$ cat config.mk
export PLATFORM = sky130hd
export DESIGN_NAME = button_event_queue_flat
export DESIGN_NICKNAME = d
export VERILOG_FILES = /design/src/rtl/button_event_queue_pkg.sv /design/src/rtl/button_event_queue_if.sv /design/src/rtl/button_event_queue_fifo.sv /design/src/rtl/button_event_queue.sv /design/src/flat_wrapper.sv
export SDC_FILE = /design/constraint.sdc
export NUM_CORES = 1
export LEC_CHECK = 0
export ABC_AREA = 1
export ABC_CLOCK_PERIOD_IN_PS = 2200
export CORE_MARGIN = 2
export CORE_UTILIZATION = 54
export CTS_CLUSTER_SIZE = 12
export DETAILED_ROUTE_END_ITERATION = 10
export GPL_TIMING_DRIVEN = 0
export HOLD_SLACK_MARGIN = 0.08
export PLACE_DENSITY_LB_ADDON = 0.3
export SLEW_MARGIN = 25
export SYNTH_ARGS = -nofsm -noshare
export SYNTH_HDL_FRONTEND = slang
export SYNTH_SLANG_ARGS = --single-unit
$ cat constraint.sdc
create_clock -name clk -period 2.2 [get_ports clk]
set_input_delay 0.22 -clock clk [delete_from_list [all_inputs] [get_ports clk]]
set_output_delay 0.22 -clock clk [all_outputs]
set_load 0.01 [all_outputs]
$ cat src/rtl/button_event_queue_pkg.sv
// rtl/button_event_queue_pkg.sv - shared sizing constants and helpers for the button event queue
package button_event_queue_pkg;

  localparam int BTN_WIDTH      = 4;
  localparam int BTN_TS_WIDTH   = 16;
  localparam int BTN_FIFO_DEPTH = 8;
  localparam int DROP_CNT_W     = 8;

  // One FIFO entry is {timestamp, pulse vector}; the MMIO decode slices it the same way.
  localparam int BTN_ENTRY_W    = BTN_TS_WIDTH + BTN_WIDTH;

  function automatic logic [DROP_CNT_W-1:0] sat_inc(input logic [DROP_CNT_W-1:0] v);
    return (&v) ? v : v + DROP_CNT_W'(1);
  endfunction

endpackage

$ cat src/rtl/button_event_queue_if.sv
// rtl/button_event_queue_if.sv - press-pulse input, event read port and overflow status bundle
interface button_event_queue_if #(
  parameter int WIDTH    = button_event_queue_pkg::BTN_WIDTH,
  parameter int DEPTH    = button_event_queue_pkg::BTN_FIFO_DEPTH,
  parameter int TS_WIDTH = button_event_queue_pkg::BTN_TS_WIDTH
) ();

  logic [WIDTH-1:0]           btn_pulse;
  logic                       evt_ready;
  logic                       clear_overflow;
  logic                       evt_valid;
  logic [WIDTH-1:0]           evt_buttons;
  logic [TS_WIDTH-1:0]        evt_timestamp;
  logic [$clog2(DEPTH):0]     count;
  logic                       overflow;
  logic [7:0]                 dropped_cnt;

  modport master (
    output btn_pulse, evt_ready, clear_overflow,
    input  evt_valid, evt_buttons, evt_timestamp, count, overflow, dropped_cnt
  );

  modport slave (
    input  btn_pulse, evt_ready, clear_overflow,
    output evt_valid, evt_buttons, evt_timestamp, count, overflow, dropped_cnt
  );

endinterface

$ cat src/rtl/button_event_queue_fifo.sv
// rtl/button_event_queue_fifo.sv - first-word-fall-through synchronous FIFO, occupancy tracked by count
module sync_fifo_fwft #(
  parameter int WIDTH = 20,
  parameter int DEPTH = 8
) (
  input  logic                     clk,
  input  logic                     rst_n,
  input  logic                     wr_en,
  input  logic [WIDTH-1:0]         wr_data,
  input  logic                     rd_en,
  output logic [WIDTH-1:0]         rd_data,
  output logic                     full,
  output logic                     empty,
  output logic [$clog2(DEPTH):0]   count
);

  localparam int PTR_W = $clog2(DEPTH);
  localparam int CNT_W = PTR_W + 1;

  logic [WIDTH-1:0] mem_q [DEPTH];
  logic [PTR_W-1:0] wr_ptr_q, wr_ptr_d;
  logic [PTR_W-1:0] rd_ptr_q, rd_ptr_d;
  logic [CNT_W-1:0] count_q, count_d;
  logic             do_wr, do_rd;

  // Full and empty come from the count so wrapped, equal pointers are never ambiguous.
  assign full    = (count_q == CNT_W'(DEPTH));
  assign empty   = (count_q == '0);
  assign count   = count_q;
  assign rd_data = mem_q[rd_ptr_q];

  always_comb begin
    do_wr    = wr_en & (~full | rd_en);
    do_rd    = rd_en & ~empty;
    wr_ptr_d = wr_ptr_q;
    rd_ptr_d = rd_ptr_q;
    count_d  = count_q;
    if (do_wr) wr_ptr_d = wr_ptr_q + PTR_W'(1);
    if (do_rd) rd_ptr_d = rd_ptr_q + PTR_W'(1);
    case ({do_wr, do_rd})
      2'b10:   count_d = count_q + CNT_W'(1);
      2'b01:   count_d = count_q - CNT_W'(1);
      default: count_d = count_q;
    endcase
  end

  always_ff @(posedge clk) begin
    if (!rst_n) begin
      wr_ptr_q <= '0;
      rd_ptr_q <= '0;
      count_q  <= '0;
    end else begin
      wr_ptr_q <= wr_ptr_d;
      rd_ptr_q <= rd_ptr_d;
      count_q  <= count_d;
    end
  end

  // Storage is deliberately left unreset; the count gates every read of it.
  always_ff @(posedge clk) begin
    if (do_wr) mem_q[wr_ptr_q] <= wr_data;
  end

endmodule

$ cat src/rtl/button_event_queue.sv
// rtl/button_event_queue.sv - timestamps button press pulses and queues them for the CPU with drop tracking
module button_event_queue
  import button_event_queue_pkg::*;
#(
  parameter int WIDTH    = BTN_WIDTH,
  parameter int DEPTH    = BTN_FIFO_DEPTH,
  parameter int TS_WIDTH = BTN_TS_WIDTH
) (
  input logic                 clk,
  input logic                 rst_n,
  button_event_queue_if.slave bus
);

  localparam int ENTRY_W = TS_WIDTH + WIDTH;
  localparam int CNT_W   = $clog2(DEPTH) + 1;

  logic [TS_WIDTH-1:0]   ts_q, ts_d;
  logic                  overflow_q, overflow_d;
  logic [DROP_CNT_W-1:0] dropped_cnt_q, dropped_cnt_d;

  logic                  push_req, pop, accept, drop;
  logic                  fifo_full, fifo_empty;
  logic [CNT_W-1:0]      fifo_count;
  logic [ENTRY_W-1:0]    fifo_wr_data, fifo_rd_data;

  always_comb begin
    push_req     = |bus.btn_pulse;
    pop          = ~fifo_empty & bus.evt_ready;
    // A full FIFO still takes a push when the head leaves in the same cycle.
    accept       = push_req & (~fifo_full | pop);
    drop         = push_req & ~accept;
    fifo_wr_data = {ts_q, bus.btn_pulse};
    ts_d         = ts_q + TS_WIDTH'(1);

    overflow_d    = overflow_q;
    dropped_cnt_d = dropped_cnt_q;
    if (drop) begin
      overflow_d    = 1'b1;
      dropped_cnt_d = bus.clear_overflow ? DROP_CNT_W'(1) : sat_inc(dropped_cnt_q);
    end else if (bus.clear_overflow) begin
      overflow_d    = 1'b0;
      dropped_cnt_d = '0;
    end
  end

  always_ff @(posedge clk) begin
    if (!rst_n) begin
      ts_q          <= '0;
      overflow_q    <= 1'b0;
      dropped_cnt_q <= '0;
    end else begin
      ts_q          <= ts_d;
      overflow_q    <= overflow_d;
      dropped_cnt_q <= dropped_cnt_d;
    end
  end

  sync_fifo_fwft #(
    .WIDTH (ENTRY_W),
    .DEPTH (DEPTH)
  ) u_fifo (
    .clk     (clk),
    .rst_n   (rst_n),
    .wr_en   (accept),
    .wr_data (fifo_wr_data),
    .rd_en   (pop),
    .rd_data (fifo_rd_data),
    .full    (fifo_full),
    .empty   (fifo_empty),
    .count   (fifo_count)
  );

  assign bus.evt_valid     = ~fifo_empty;
  assign bus.evt_buttons   = fifo_empty ? '0 : fifo_rd_data[WIDTH-1:0];
  assign bus.evt_timestamp = fifo_empty ? '0 : fifo_rd_data[ENTRY_W-1:WIDTH];
  assign bus.count         = fifo_count;
  assign bus.overflow      = overflow_q;
  assign bus.dropped_cnt   = dropped_cnt_q;

endmodule

$ cat src/flat_wrapper.sv
// flat-port wrapper written by rule: the top's interface ports become plain ports
module button_event_queue_flat import button_event_queue_pkg::*;
#(
  parameter int WIDTH    = BTN_WIDTH,
  parameter int DEPTH    = BTN_FIFO_DEPTH,
  parameter int TS_WIDTH = BTN_TS_WIDTH
)
  (clk, rst_n, bus_btn_pulse, bus_evt_ready, bus_clear_overflow, bus_evt_valid, bus_evt_buttons, bus_evt_timestamp, bus_count, bus_overflow, bus_dropped_cnt);
  button_event_queue_if #(.WIDTH(WIDTH), .DEPTH(DEPTH), .TS_WIDTH(TS_WIDTH)) bus_i ();
  input logic clk;
  input logic rst_n;
  input wire logic [$bits(bus_i.btn_pulse)-1:0] bus_btn_pulse;
  input wire logic [$bits(bus_i.evt_ready)-1:0] bus_evt_ready;
  input wire logic [$bits(bus_i.clear_overflow)-1:0] bus_clear_overflow;
  output wire logic [$bits(bus_i.evt_valid)-1:0] bus_evt_valid;
  output wire logic [$bits(bus_i.evt_buttons)-1:0] bus_evt_buttons;
  output wire logic [$bits(bus_i.evt_timestamp)-1:0] bus_evt_timestamp;
  output wire logic [$bits(bus_i.count)-1:0] bus_count;
  output wire logic [$bits(bus_i.overflow)-1:0] bus_overflow;
  output wire logic [$bits(bus_i.dropped_cnt)-1:0] bus_dropped_cnt;
  assign bus_i.btn_pulse = bus_btn_pulse;
  assign bus_i.evt_ready = bus_evt_ready;
  assign bus_i.clear_overflow = bus_clear_overflow;
  assign bus_evt_valid = bus_i.evt_valid;
  assign bus_evt_buttons = bus_i.evt_buttons;
  assign bus_evt_timestamp = bus_i.evt_timestamp;
  assign bus_count = bus_i.count;
  assign bus_overflow = bus_i.overflow;
  assign bus_dropped_cnt = bus_i.dropped_cnt;
  button_event_queue #(.WIDTH(WIDTH), .DEPTH(DEPTH), .TS_WIDTH(TS_WIDTH)) u_core (.clk(clk), .rst_n(rst_n), .bus(bus_i));
endmodule
==> results.sh <==
export IMPL_status="finished with violations"
export IMPL_violations="negative setup slack"
export IMPL_placement_io_buffers=41
export IMPL_power_mw=11.7
export IMPL_finalInstanceArea_um2=9760
export IMPL_min_path_cells=1
export IMPL_num_antenna_cells=0
export IMPL_cp_num_buf_inv=5
export IMPL_grt_pass1_wl_um=29700
export IMPL_synth_main_ff_cell="edfxtp_1"
export IMPL_critical_path_top_delay_family="buffers and inverters"
export IMPL_slowest_stage="dfxtp_1"
export IMPL_grt_max_degree=21
export IMPL_critPathRequiredTime_ns=1.98
export IMPL_vias=5922
export IMPL_drcViolationCount=0
export IMPL_die_h_um=127
export IMPL_wl_um=18800
export IMPL_maxCapViolCount=0
export IMPL_fin_nets=839
export IMPL_area_growth_pct=19.4
export IMPL_worstPathMaxFanout=10
export IMPL_dp_cells=984
export IMPL_first_global_vias=5944
export IMPL_ant_nets=0
export IMPL_yosysTopAreaCellShare_pct=58.8
export IMPL_crit_chain="buf_6 -> buf_12 -> inv_6 -> buf_4 -> o21ai_1 -> o211ai_1 -> nand2_1 -> nor2_1 -> dlygate4sd2_1"
export IMPL_synth_common_cells="nor2_1, edfxtp_1, nand2_1, o21ai_0, inv_1"
export IMPL_ys_types=32
export IMPL_clk_pin_slew_ns=0.07
export IMPL_path_class="reg -> out"
export IMPL_drv_slew=0
export IMPL_start_kind="flip-flop"
export IMPL_r2r_start="u_core.u_fifo.count[0]"
export IMPL_cts_tree="built"
export IMPL_cts_buffer_depth=2
export IMPL_hp_class="in -> reg"
export IMPL_clkLatencyLatePin_ns=0.43
export IMPL_p_leak_nw=3.56
export IMPL_die_w_um=127
export IMPL_rows=44
export IMPL_reg2reg_slack_ns=0.13
export IMPL_yosys_top_cells_area="edfxtp_1, dfxtp_1, nor2_1, o21ai_0, nand2_1"
export IMPL_async_reset_ff_share_pct=0
export IMPL_wire_per_inst_um=18.4
export IMPL_via_per_inst=5.80
export IMPL_slowest_delay_ns=0.31
export IMPL_die_area_um2=16100
export IMPL_rsz0062_at_grt="true"
export IMPL_r2r_end="u_core.u_fifo.count[2]"
export IMPL_fin_crit_sh_pct=101
export IMPL_initial_core_util_pct=55.8
export IMPL_grt_usage_pct=24.1
export IMPL_synthCells=751
export IMPL_postPlaceCellArea_um2=9000
export IMPL_dr_pass1_iters=7
export IMPL_slew_headroom_pct=64.4
export IMPL_grt_overflow_total=0
export IMPL_setup_violations_final=2
export IMPL_final_min_clock_period_ns=2.23
export IMPL_synth_most_common_cell="nor2_1"
export IMPL_io_pins=42
export IMPL_syn_avg_cell_area_um2=10.9
export IMPL_end_kind="output pin"
export IMPL_hpwl_um=12400
export IMPL_hp_start="bus_btn_pulse[3]"
export IMPL_clock_skew_ns=0.00721
export IMPL_synth_seq_cells=198
export IMPL_synth_nets=766
export IMPL_crit_arrival_ns=2.01
export IMPL_synth_edff_count=160
export IMPL_clock_root_buffer="clkbuf_16"
export IMPL_first_iter_violations=627
export IMPL_numCtsBuffers=17
export IMPL_hold_path_endpoint="u_core.u_fifo.mem_q[3][3]"
export IMPL_netlist_area_um2=8170
export IMPL_dp_slack_ns=-0.720
export IMPL_timing_fmax_mhz=448
export IMPL_cts_sinks=198
export IMPL_yosysTopAreaCell="edfxtp_1"
export IMPL_finalHoldViolations=0
export IMPL_layout_cells_non_filler=1021
export IMPL_place_congestion=0.919
export IMPL_p_per_area_nw_per_um2=1200
export IMPL_core_um2=14600
export IMPL_worst_slew_pin_slew_ns=0.534
export IMPL_antenna_found_initial=0
export IMPL_drive_above_1_share_pct=14.3
export IMPL_rr_worst_depth=14
export IMPL_cts_htree_levels=4
export IMPL_synth_seq_area_share_pct=68.1
export IMPL_irDropWorstVdd_mv=0.803
export IMPL_yosysWarningCount=0
export IMPL_worst_slack_ns=-0.0313
timing repair:
| action | CTS | global route |
|---|---|---|
| setup buffers | 0 | 5 |
| resized for setup | 61 | 59 |
| pin swaps | 0 | 5 |
| hold buffers | 0 | 0 |
| setup endpoints to repair | 112 | 110 |
| cloned | 0 | 0 |
through the flow:
stage               hold slack [ns]  util, %  setup TNS [ns]
floorplan                     0.319        -          -0.429
CTS                           0.427     66.1          -0.315
finish                        0.219     66.6         -0.0340
global placement              0.459     60.2         -219.49
global route                  0.223     66.6          -0.279
detailed placement            0.474     61.4          -73.40
cells in the final DEF, fill, tap and decap left out, types with 11 or more instances in the layout:
cell             count
o211ai_1            20
edfxtp_1           160
dfxtp_1             35
clkbuf_16           17
o21ai_0             62
inv_1               39
nand2_1             78
buf_4               15
o22ai_1             18
buf_6               15
clkbuf_1            11
clkbuf_2            19
clkdlybuf4s50_1     17
nor2_1             168
nand3_1             14
a21oi_1             26
o21ai_1             37
worst max-delay path by stage:
stage / start / end / slack (ns) / depth (start not counted)
floorplan: u_core.u_fifo.count[2] / u_core.u_fifo.mem_q[1][0] / -0.005 / 8
global placement: bus_btn_pulse[3] / u_core.u_fifo.mem_q[3][16] / -1.56 / 7
detailed placement: bus_btn_pulse[3] / u_core.u_fifo.mem_q[7][4] / -0.72 / 8
CTS: flip-flop / bus_evt_timestamp[9] / -0.18 / 7
global route: flip-flop / bus_evt_timestamp[7] / -0.11 / 9
finish: flip-flop / bus_evt_timestamp[7] / -0.03 / 9
sequential cells by signal, summed over array words and instances (netlist names), named ones only:
register                cells
u_core.bus.dropped_cnt      8
u_core.bus.overflow         1
u_core.ts_q                16
u_core.u_fifo.count         4
u_core.u_fifo.mem_q       160
u_core.u_fifo.rd_ptr_q      3
u_core.u_fifo.wr_ptr_q      3
routing by layer:
layer	wire [um]	vias up	track usage (%)
met5	0	-	0
met4	313	0	9.95
met3	1180	36	5.32
met2	9560	238	40.7
met1	7710	2880	30.4
li1	-	2768	-
report_power, final:
| part | total [mW] | switching [mW] | internal (mW) |
|---|---|---|---|
| sequential | 4.71 | 0.192 | 4.52 |
| combinational | 3.82 | 2.35 | 1.47 |
| clock | 3.17 | 1.24 | 1.93 |
kinds of logic (layout without fill, tap and decap cells):
family | Yosys count | count (layout) | synth area share [%]
compound gates | 170 | 170 | 11.4
simple gates | 295 | 295 | 14.7
buf+inv | 78 | 164 | 4.41
xor+xnor | 3 | 3 | 0.322
fa+ha+maj | 7 | 7 | 1.07
flops | 198 | 198 | 68.1
worst reg2reg max path, cell delays in order, from the launching register on:
cell     delay [ns]
dfxtp_1        0.37
nor2_4         0.17
nand2_2        0.08
nor2_4         0.12
inv_2          0.05
nand2_2        0.16
ha_4           0.19
nand2_1        0.06
inv_1          0.07
nor2_1         0.05
ha_1           0.20
a21oi_2        0.15
xnor2_1        0.09
o21ai_0        0.16
inv_1          0.06
final cells by class:
class                           count  area, um2
Tap cell                          184        230
Inverter                           44        170
Sequential cell                   198       5570
Clock buffer                       26        469
Timing Repair Buffer               54        546
Clock inverter                      6        129
Fill cell                        1057       4890
Buffer                             34        285
Multi-Input combinational cell    475       2360
(Power assumes the default switching activity.)
